**config.mk**
```make
export PLATFORM = sky130hd
export DESIGN_NAME = fifo_uart_tx
export DESIGN_NICKNAME = d
export VERILOG_FILES = /design/src/rtl/fifo_uart_tx_pkg.sv /design/src/rtl/uart_baud_gen.sv /design/src/rtl/fifo_uart_tx.sv
export SDC_FILE = /design/constraint.sdc
export NUM_CORES = 1
export LEC_CHECK = 0
export ABC_AREA = 1
export CORE_MARGIN = 10
export CORE_UTILIZATION = 55
export DETAILED_ROUTE_END_ITERATION = 10
export PLACE_DENSITY = 0.86
export REMOVE_ABC_BUFFERS = 1
export SKIP_CTS_REPAIR_TIMING = 1
export SYNTH_ARGS = -nofsm -noshare
export SYNTH_HDL_FRONTEND = slang
export SYNTH_SLANG_ARGS = --single-unit
```
**constraint.sdc**
```tcl
create_clock -name clock -period 2.69 [get_ports clock]
set_clock_uncertainty 0.1 [all_clocks]
set_input_delay 0.4035 -clock clock [delete_from_list [all_inputs] [get_ports clock]]
set_output_delay 0.4035 -clock clock [all_outputs]
set_load 0.02 [all_outputs]
```
**src/rtl/fifo_uart_tx_pkg.sv**
```systemverilog
// Shared types and constants for the FIFO-draining UART transmitter.
// Parity support in the consuming RTL is selected with FIFO_UART_TX_PARITY_EN.
package fifo_uart_tx_pkg;

  typedef enum logic [2:0] {
    IDLE   = 3'd0,
    FETCH  = 3'd1,
    LOAD   = 3'd2,
    START  = 3'd3,
    DATA   = 3'd4,
    PARITY = 3'd5,
    STOP   = 3'd6
  } state_e;

  localparam logic        START_BIT = 1'b0;
  localparam logic        STOP_BIT  = 1'b1;
  localparam int unsigned DATA_BITS = 8;
  localparam int unsigned BIT_IDX_W = $clog2(DATA_BITS);

  // Even parity: the line bit that makes the total count of ones even.
  function automatic logic even_parity(input logic [DATA_BITS-1:0] d);
    return ^d;
  endfunction

endpackage

```
**src/rtl/uart_baud_gen.sv**
```systemverilog
// Bit-period timer: counts 0..CLKS_PER_BIT-1 and flags the last and
// second-to-last cycle of each bit period, both as registered strobes.
module uart_baud_gen #(
  parameter int unsigned CLKS_PER_BIT = 16
) (
  input  logic clock,
  input  logic rst,
  input  logic clr,
  output logic bit_end,
  output logic bit_pre
);

  localparam int unsigned    CNT_W = $clog2(CLKS_PER_BIT);
  localparam logic [CNT_W-1:0] LAST  = CNT_W'(CLKS_PER_BIT - 1);
  localparam logic [CNT_W-1:0] PRE   = CNT_W'(CLKS_PER_BIT - 2);

  logic [CNT_W-1:0] cnt_q, cnt_d;
  logic             bit_end_q, bit_pre_q;

  always_comb begin
    cnt_d = cnt_q;
    if (clr || (cnt_q == LAST)) begin
      cnt_d = '0;
    end else begin
      cnt_d = cnt_q + CNT_W'(1);
    end
  end

  // Strobes are registered off the next count so they line up with cnt_q.
  always_ff @(posedge clock) begin
    if (rst) begin
      cnt_q     <= '0;
      bit_end_q <= 1'b0;
      bit_pre_q <= (PRE == '0);
    end else begin
      cnt_q     <= cnt_d;
      bit_end_q <= (cnt_d == LAST);
      bit_pre_q <= (cnt_d == PRE);
    end
  end

  assign bit_end = bit_end_q;
  assign bit_pre = bit_pre_q;

endmodule

```
**src/rtl/fifo_uart_tx.sv**
```systemverilog
// FIFO drain stage: pops one byte at a time and serialises it as 8N1,
// or 8E1 when FIFO_UART_TX_PARITY_EN is defined.
module fifo_uart_tx
  import fifo_uart_tx_pkg::*;
#(
  parameter int unsigned CLKS_PER_BIT = 16
) (
  input  logic                 clock,
  input  logic                 rst,
  input  logic                 tx_en,
  input  logic                 fifo_empty,
  input  logic [DATA_BITS-1:0] fifo_dout,
  output logic                 fifo_rd,
  output logic                 tx,
  output logic                 busy,
  output logic                 byte_done
);

  state_e                 state_q, state_d;
  logic [DATA_BITS-1:0]   shift_q, shift_d;
  logic [BIT_IDX_W-1:0]   bit_idx_q, bit_idx_d;
  logic                   tx_q, tx_d;
  logic                   busy_q, busy_d;
  logic                   done_q, done_d;
  logic                   baud_clr;
  logic                   bit_end;
  logic                   bit_pre;
`ifdef FIFO_UART_TX_PARITY_EN
  logic                   par_q, par_d;
`endif

  uart_baud_gen #(
    .CLKS_PER_BIT(CLKS_PER_BIT)
  ) u_baud (
    .clock  (clock),
    .rst    (rst),
    .clr    (baud_clr),
    .bit_end(bit_end),
    .bit_pre(bit_pre)
  );

  // Next-state and next-output logic; line outputs follow the next state.
  always_comb begin
    state_d   = state_q;
    shift_d   = shift_q;
    bit_idx_d = bit_idx_q;
    done_d    = 1'b0;
    baud_clr  = 1'b0;
    tx_d      = STOP_BIT;
`ifdef FIFO_UART_TX_PARITY_EN
    par_d     = par_q;
`endif

    case (state_q)
      IDLE: begin
        baud_clr = 1'b1;
        if (tx_en && !fifo_empty) begin
          state_d = FETCH;
        end
      end
      FETCH: begin
        state_d = LOAD;
      end
      LOAD: begin
        baud_clr  = 1'b1;
        shift_d   = fifo_dout;
        bit_idx_d = '0;
`ifdef FIFO_UART_TX_PARITY_EN
        par_d     = even_parity(fifo_dout);
`endif
        state_d   = START;
      end
      START: begin
        if (bit_end) begin
          state_d = DATA;
        end
      end
      DATA: begin
        if (bit_end) begin
          shift_d   = {1'b0, shift_q[DATA_BITS-1:1]};
          bit_idx_d = bit_idx_q + BIT_IDX_W'(1);
          if (bit_idx_q == BIT_IDX_W'(DATA_BITS - 1)) begin
`ifdef FIFO_UART_TX_PARITY_EN
            state_d = PARITY;
`else
            state_d = STOP;
`endif
          end
        end
      end
`ifdef FIFO_UART_TX_PARITY_EN
      PARITY: begin
        if (bit_end) begin
          state_d = STOP;
        end
      end
`endif
      STOP: begin
        // bit_pre marks the cycle before the final stop cycle.
        done_d = bit_pre;
        if (bit_end) begin
          state_d = IDLE;
        end
      end
      default: begin
        state_d = IDLE;
      end
    endcase

    case (state_d)
      START:   tx_d = START_BIT;
      DATA:    tx_d = shift_d[0];
`ifdef FIFO_UART_TX_PARITY_EN
      PARITY:  tx_d = par_d;
`endif
      default: tx_d = STOP_BIT;
    endcase

    busy_d = (state_d != IDLE);
  end

  always_ff @(posedge clock) begin
    if (rst) begin
      state_q   <= IDLE;
      shift_q   <= '0;
      bit_idx_q <= '0;
      tx_q      <= STOP_BIT;
      busy_q    <= 1'b0;
      done_q    <= 1'b0;
`ifdef FIFO_UART_TX_PARITY_EN
      par_q     <= 1'b0;
`endif
    end else begin
      state_q   <= state_d;
      shift_q   <= shift_d;
      bit_idx_q <= bit_idx_d;
      tx_q      <= tx_d;
      busy_q    <= busy_d;
      done_q    <= done_d;
`ifdef FIFO_UART_TX_PARITY_EN
      par_q     <= par_d;
`endif
    end
  end

  // Pop strobe is a pure state decode so it can never glitch.
  assign fifo_rd   = (state_q == FETCH);
  assign tx        = tx_q;
  assign busy      = busy_q;
  assign byte_done = done_q;

endmodule
```
== After elaboration in Yosys (flattened, before gate mapping) ==
Index checks and enable logic that the tools add are counted.

* Register bits: 23
* Bits of input ports: 12
* Output and inout port bits: 4
* Logic and storage cells: 47

* Add/subtract/negate cells: 2
* Eq/ne operators: 12
* Muxes and demuxes: 13
* Bitwise logic cells: 1
* Reduce and logical (&&, ||, !) cells: 9

{| class="wikitable"
|+ Operators by type and width
! cell !! number
|-
| 2-to-1 mux 3 bit || 6
|-
| one-hot mux 3 bit (6 select lines) || 1
|-
| one-hot mux 8 bit (2 select lines) || 1
|-
| == test 3 bit (second input constant) || 4
|-
| == test 4 bit (second input constant) || 3
|-
| == test 3 x 2 -> 1 bit (second input constant) || 3
|-
| 2-to-1 mux 8 bit || 1
|-
| one-hot mux 3 bit (2 select lines) || 1
|-
| adder 4 x 1 -> 4 bit (second input constant) || 1
|-
| 2-to-1 mux 4 bit || 1
|-
| OR reduction 2 bit || 2
|-
| adder 3 x 1 -> 3 bit (second input constant) || 1
|-
| == test 3 x 1 -> 1 bit (second input constant) || 1
|-
| logical NOT 3 bit || 1
|-
| nonzero test 3 bit || 1
|-
| inequality test 2 x 1 -> 1 bit (second input constant) || 1
|-
| one-hot mux 1 bit (2 select lines) || 1
|-
| AND reduction 2 bit || 1
|-
| nonzero test 2 bit || 1
|-
| logical AND 1 bit || 1
|-
| logical NOT 1 bit || 1
|-
| logical OR 1 bit || 1
|-
| 2-to-1 mux 1 bit || 1
|-
| inverter 1 bit || 1
|}

== Logic depth before layout (Yosys ltp) ==
Gate-level depths: netlist (run 1).

* Word-level depth: 6
* Depth in mapped cells: 10
* Mapped depth without buffers: 9

== Hierarchy ==
A second synthesis (run 1) with hierarchy kept.

* Cells, all modules: 150
* Area, all modules: 1171.1 um2

{| class="wikitable"
|+ By module, submodules not included
! module !! instances !! cells an instance !! area each (um2)
|-
| fifo_uart_tx || 1 || 117 || 922.1
|-
| uart_baud_gen || 1 || 33 || 249.0
|}

== Worst setup path after synthesis (run 1) ==
No wires, ideal clock.

* Path type: reg-to-reg
* From: reg bit_idx_q[0]
* To: reg tx_q, in the netlist tx
* Arrival time: 1.063 ns
* Required time: 2.474 ns
* Slack: 1.411 ns
* Stages on the path, launching flop included: 9
* Path buffers: 0
* Clock period less this slack: 1.279 ns
* Path through: dfxtp_1 ha_1 ha_1 nand2_1 nor2_1 nor2_2 nand3_2 nand2_1 nand2_1

* Word-level cells in the longest chain between the ends: 6
* Elaborated cells between the ends (all ways): 7
* Classes of those cells: eq/ne (3); mux (4)

{| class="wikitable"
|+ RTL lines
! element !! line !! source
|-
| start, declared || fifo_uart_tx.sv:21 || <nowiki>logic [BIT_IDX_W-1:0] bit_idx_q, bit_idx_d;</nowiki>
|-
| start signal, assigned || fifo_uart_tx.sv:136 || <nowiki>bit_idx_q <= bit_idx_d;</nowiki>
|-
| == test 3 bit * || fifo_uart_tx.sv:82 || <nowiki>if (bit_idx_q == BIT_IDX_W'(DATA_BITS - 1)) begin</nowiki>
|-
| 2-to-1 mux 3 bit * || fifo_uart_tx.sv:82 ||
|-
| 2-to-1 mux 3 bit * || fifo_uart_tx.sv:79 || <nowiki>if (bit_end) begin</nowiki>
|-
| one-hot mux 3 bit (6 select lines) * || fifo_uart_tx.sv:54 || <nowiki>case (state_q)</nowiki>
|-
| == test 3 bit or == test 3 x 2 -> 1 bit (tied branches) || fifo_uart_tx.sv:110 || <nowiki>case (state_d)</nowiki>
|-
| one-hot mux 1 bit (2 select lines) * || fifo_uart_tx.sv:110 ||
|-
| end signal, assigned || fifo_uart_tx.sv:137 || <nowiki>tx_q <= tx_d;</nowiki>
|-
| end, declared || fifo_uart_tx.sv:22 || <nowiki>logic tx_q, tx_d;</nowiki>
|}

Mark *: on every way between the ends. The rest lies on a longest branch, timed or not.
A chain may end at the register's enable or synchronous reset.

== Final worst setup path (run 1) ==
* From: reg state_q[0]
* To: out fifo_rd

* Word-level cells in the longest chain between the ends: 1

{| class="wikitable"
|+ RTL lines
! element !! line !! source
|-
| start, declared || fifo_uart_tx.sv:19 || <nowiki>state_e state_q, state_d;</nowiki>
|-
| start signal, assigned || fifo_uart_tx.sv:134 || <nowiki>state_q <= state_d;</nowiki>
|-
| == test 3 x 1 -> 1 bit || fifo_uart_tx.sv:147 || <nowiki>assign fifo_rd = (state_q == FETCH);</nowiki>
|-
| end, declared || fifo_uart_tx.sv:13 || <nowiki>output logic fifo_rd,</nowiki>
|}

Every way passes these cells.

==> impl_metrics.toml, run 1 <==
[yosys]
synth_cell_type_count = 22
ys_ff_latch = 23
synth_area_leaders = "dfxtp_1, nand2_1, nor2_8, nor2_1, a31oi_1"
yosysWarnings = 0
syn_inst = 139
seq_area_frac_synth = 0.4355
syn_area_um2 = 1057
yosysTopAreaCell = "dfxtp_1"
synth_top_area_share = 0.4355
syn_avg_cell_area_um2 = 7.606

[route]
routed_wire_length_per_instance_um = 11.35
drc = 0
drtPass1Iterations = 4
drt_iter0_markers = 28
viasPerCell = 4.972
antenna_left = 0
vias = 900
wirelength_um = 2055

[critical_path]
critPathLaunchType = "register"
worstPathArrival_ps = 1700
cp.required_ps = 2190
worstPathMaxFanout = 7
critPathMaxStageDelay_ps = 600
critPathCaptureType = "primary output"
crit_slowest_cell = "clkdlybuf4s50_1"
crit_type = "reg2out"
crit_chain = "nand3_1 -> inv_1 -> clkdlybuf4s50_1"

[timing]
final-setup-viol-count = 0
max_freq_mhz = 454.7
fin_crit_sh = 0.8176
drv_slew = 0
slew_headroom = 0.7439
fin_crit_ps = 2199
hold_viol = 0
worst_pin_slew_ps = 383.7
rsz0062_at_grt = "false"
setup_tns_ps = 0

[power]
p_sw_mw = 0.1545
leakage_nw = 0.5522
p_comb_frac = 0.150
swShare = 0.2553
seq_power_share = 0.602
p_per_area_nw_per_um2 = 482.3
p_clk_frac = 0.248
power_mw = 0.6052
peakVddDrop_mv = 0.3024
internal_power_mw = 0.4507

[final_layout]
syn_to_final_growth_pct = 18.70
mostFrequentLayoutCells = "nand2_1, dfxtp_1, clkdlybuf4s50_1"
final_common_cell = "nand2_1"
drive_gt1_frac = 0.1346
n_antenna_cell = 0
fill_cells = 151
nets = 172
fin_util = 0.7039

[die]
start_util = 0.5930
num_rows = 15
io_pins = 16
die-area_um2 = 4076
die_w_um = 63.85
die_y_um = 63.85
core_um2 = 1783

[grt]
grt_pass1_vias = 932
grt-ovfl-total = 0
grt_pass1_wl_um = 3705
grt_use_total = 0.1061
grt_max_degree = 17
antenna_found_initial = 0

[clocking]
root_buffer = "clkbuf_4"
htreeDepth = 1
cts_tree = "done"
clock_latency_ps = 300
path_clk_slew_ps = 110
cts_buffers = 3
clock_path_buffers = 2
clock_sinks = 23

[placed_design]
dp_hpwl_um = 1629
place.gp.congestion = 0.8543
port_buffers = 15

[flow_run]
max_cap_violations = 0

[outcome]
status = "finished clean"

[min_path]
hp-class = "reg2reg"
==> synth_stat cells <==
cell type   n
nand2_2     4
nand3_1     7
a21boi_0    1
nand3_2     1
nor2_1     13
nand4_1     1
inv_1       8
o211ai_1    1
nor2_2      3
a21oi_1     4
o21ai_2     1
a31oi_1     6
nor2_8      3
ha_1        3
dfxtp_1    23
clkbuf_1    2
nand2_1    47
o21ai_0     1
xor2_1      1
inv_2       4
nor3_1      4
buf_6       1
==> area by class of cell <==
| class | instances | area [um2] | area share |
|---|---|---|---|
| Clock inverter | 1 | 5.005 | 0.003988 |
| Sequential cell | 23 | 460.4 | 0.3669 |
| Inverter | 12 | 45.04 | 0.03589 |
| Tap cell | 25 | 31.28 | 0.02493 |
| Timing Repair Buffer | 16 | 157.7 | 0.1256 |
| Multi-Input combinational cell | 101 | 533.0 | 0.4247 |
| Clock buffer | 3 | 22.52 | 0.01795 |
==> worst max-delay path: cells and delay by family, from the launching register on <==
family	cells	cell delay [ps]
flops	1	570
buf+inv	2	680
simple gates	1	170
==> power groups by stage <==
stage	Clock (mW)	Sequential, mW	Combinational (mW)
3_5_place_dp	0	0.372	0.0914
2_1_floorplan	0	0.374	0.0502
4_1_cts	0.154	0.364	0.0917
3_3_place_gp	0	0.371	0.0898
6_report	0.150	0.364	0.0909
5_1_grt	0.171	0.367	0.101
==> kinds of logic (layout without fill, tap and decap cells) <==
| logic type | after synthesis | count (layout) | synth area share |
|---|---|---|---|
| buf+inv | 15 | 32 | 0.06035 |
| fa+ha+maj | 3 | 3 | 0.03551 |
| compound gates | 14 | 14 | 0.08166 |
| xor+xnor | 1 | 1 | 0.008286 |
| flops | 23 | 23 | 0.4355 |
| simple gates | 83 | 83 | 0.3787 |
==> registers in the layout, summed over array words and instances (netlist names) <==
name / count
u_baud.bit_end: 1
shift_q: 8
busy: 1
byte_done: 1
u_baud.cnt_q: 4
state_q: 3
tx: 1
bit_idx_q: 3
u_baud.bit_pre: 1
==> layer usage <==
metal	track usage	vias to the layer above	wire [um]
li1	-	480	-
met1	0.1125	392	920
met2	0.1940	26	1000
met3	0.03484	2	116
met4	0.03005	0	17
met5	0	-	0
==> through the flow <==
stage / area, um2 / instances / setup WS [ps] / hold slack [ps]
global placement: 1227 / 177 / 863.2 / 348.2
detailed placement: 1227 / 177 / 813.5 / 353.1
floorplan: 1039 / 136 / 1359 / 325.9
finish: 1255 / 181 / 490.5 / 366.8
global route: 1255 / 181 / 392.6 / 385.7
CTS: 1255 / 181 / 477.2 / 370.4
==> path summary, 6_finish.rpt <==
check                                   from           end  slack [ps]  cells after the start
worst max register to register    state_q[0]            tx        1190                      7
worst min register to register  bit_idx_q[0]  bit_idx_q[0]         370                      1
worst min-delay path            bit_idx_q[0]  bit_idx_q[0]         370                      1
worst max-delay path              state_q[0]       fifo_rd         490                      3
(Power assumes the default switching activity.)
==> run 2, diff against run 1 <==
--- a/config.mk
+++ b/config.mk
@@ -7,9 +7,9 @@
 export LEC_CHECK = 0
 export ABC_AREA = 1
 export CORE_MARGIN = 10
-export CORE_UTILIZATION = 55
+export CORE_UTILIZATION = 46
 export DETAILED_ROUTE_END_ITERATION = 10
-export PLACE_DENSITY = 0.86
+export PLACE_DENSITY = 0.77
 export REMOVE_ABC_BUFFERS = 1
 export SKIP_CTS_REPAIR_TIMING = 1
 export SYNTH_ARGS = -nofsm -noshare
==> constraint.sdc (replaced) <==
create_clock -name clock -period 2 [get_ports clock]
set_clock_uncertainty 0.1 [all_clocks]
set_input_delay 0.3 -clock clock [delete_from_list [all_inputs] [get_ports clock]]
set_output_delay 0.3 -clock clock [all_outputs]
set_load 0.02 [all_outputs]
==> impl_metrics.toml, run 2 (synthesized netlist as in run 1, its figures left out) <==
[route]
routed_wire_length_per_instance_um = 11.31
drt_iter0_markers = 54
top_layer_used = "met4"
wl_met1_um = 947
met3_length_um = 134
antenna_left = 0
wl_met2_um = 969
drc = 0
vias = 908
wirelength_um = 2104
viasPerCell = 4.882
drtPass1Iterations = 4

[final_layout]
largest_register_ff_count = 8
mostFrequentLayoutCells = "nand2_1, dfxtp_1, clkdlybuf4s50_1"
fin_cells = 186
fill_cells = 215
top_regs = "shift_q (8), u_baud.cnt_q (4)"
regMostFlops = "shift_q"
n_antenna_cell = 0
nets = 174
syn_to_final_growth_pct = 20.95
drive_gt1_frac = 0.1456
final_common_cell = "nand2_1"

[placed_design]
dp_slack_ps = 377.8
dp_cells = 182
dp_hpwl_um = 1641
place.gp.congestion = 0.7649
port_buffers = 15

[critical_path]
crit_chain = "clkdlybuf4s50_1"
timing.rr.start = "u_baud.cnt_q[0]"
crit_start = "busy"
worstPathArrival_ps = 1260
crit_type = "reg2out"
crit_family = "buffers and inverters"
worstPathMaxFanout = 1
critPathLaunchType = "register"
path_buf_inv = 1
critPathMaxStageDelay_ps = 600
crit_slowest_cell = "clkdlybuf4s50_1"
critPathCaptureType = "primary output"
cp.required_ps = 1600

[flow_run]
max_cap_violations = 0

[outcome]
status = "finished clean"

[timing]
max_freq_mhz = 604.1
fin_crit_sh = 0.8277
hold_viol = 0
fin_ws_ps = 344.7
drv_slew = 0
rsz0062_at_grt = "false"
fin_crit_ps = 1655
final-setup-viol-count = 0
worst_pin_slew_ps = 249.2
slew_headroom = 0.8324

[die]
num_rows = 17
io_pins = 16
die-area_um2 = 4616
start_util = 0.4826
core_um2 = 2191
die_y_um = 67.94
die_w_um = 67.94

[grt]
grt-ovfl-total = 0
antenna_found_initial = 0
grt_max_degree = 15
grt_use_total = 0.1017
grt_pass1_vias = 854
grt_pass1_wl_um = 3601

[clocking]
cts_buffers = 3
cts_tree = "done"
path_clk_slew_ps = 130
clock_path_buffers = 2
htreeDepth = 1
clock_latency_ps = 330
clock_sinks = 23
root_buffer = "clkbuf_4"

[power]
leakage_nw = 0.5749
p_per_area_nw_per_um2 = 660.0
peakVddDrop_mv = 0.4765

[min_path]
hold_start = "u_baud.bit_pre"
hp-class = "reg2reg"
[run 2: power breakdown]
part | switching [mW] | total (mW) | internal [mW]
logic | 0.0715 | 0.132 | 0.0603
registers | 0.0104 | 0.485 | 0.475
clock network | 0.150 | 0.227 | 0.0767
total | 0.232 | 0.844 | 0.612
[run 2: metal layers]
layer  track usage  vias up
met3       0.03100        5
met2        0.1744       25
met4       0.06030        0
li1              -      483
met5             0        -
met1        0.1074      395
[run 2: area by class of cell]
cell class	instances	area [um2]	share of cell area
tap	28	35.03	0.02740
clock buffer	3	22.52	0.01761
inverter	12	45.04	0.03522
multi-input combinational	101	533.0	0.4168
sequential	23	460.4	0.3601
clock inverter	1	7.507	0.005871
timing repair buffer	18	175.2	0.1370
[run 2: worst register-to-register path, stage by stage (launching register included)]
cell     delay, ps
dfxtp_1        450
ha_1           220
nand2_1         70
o21ai_2        180
nor2_1          70
nand2_1         90
inv_2           40
nand2_1         60
nor2_1          40
[run 2: per-stage QoR]
step           instance area, um2    util  TNS [ps]  total power [mW]  hold WS [ps]
3_3_place_gp                 1246  0.5688         0            0.6245         345.7
5_1_grt                      1279  0.5837         0            0.8903         393.9
4_1_cts                      1276  0.5825    -8.641            0.8506         376.3
2_1_floorplan                1039       -         0            0.5701         269.1
3_5_place_dp                 1246  0.5688         0            0.6285         357.0
6_report                     1279  0.5837         0            0.8439         369.7
[run 2: worst paths after layout]
path | end | slack [ps] | depth (start not counted)
worst max-delay path | busy | 340 | 1
worst min-delay path | byte_done | 370 | 2
worst max register to register | u_baud.bit_pre | 590 | 8
worst min register to register | byte_done | 370 | 2
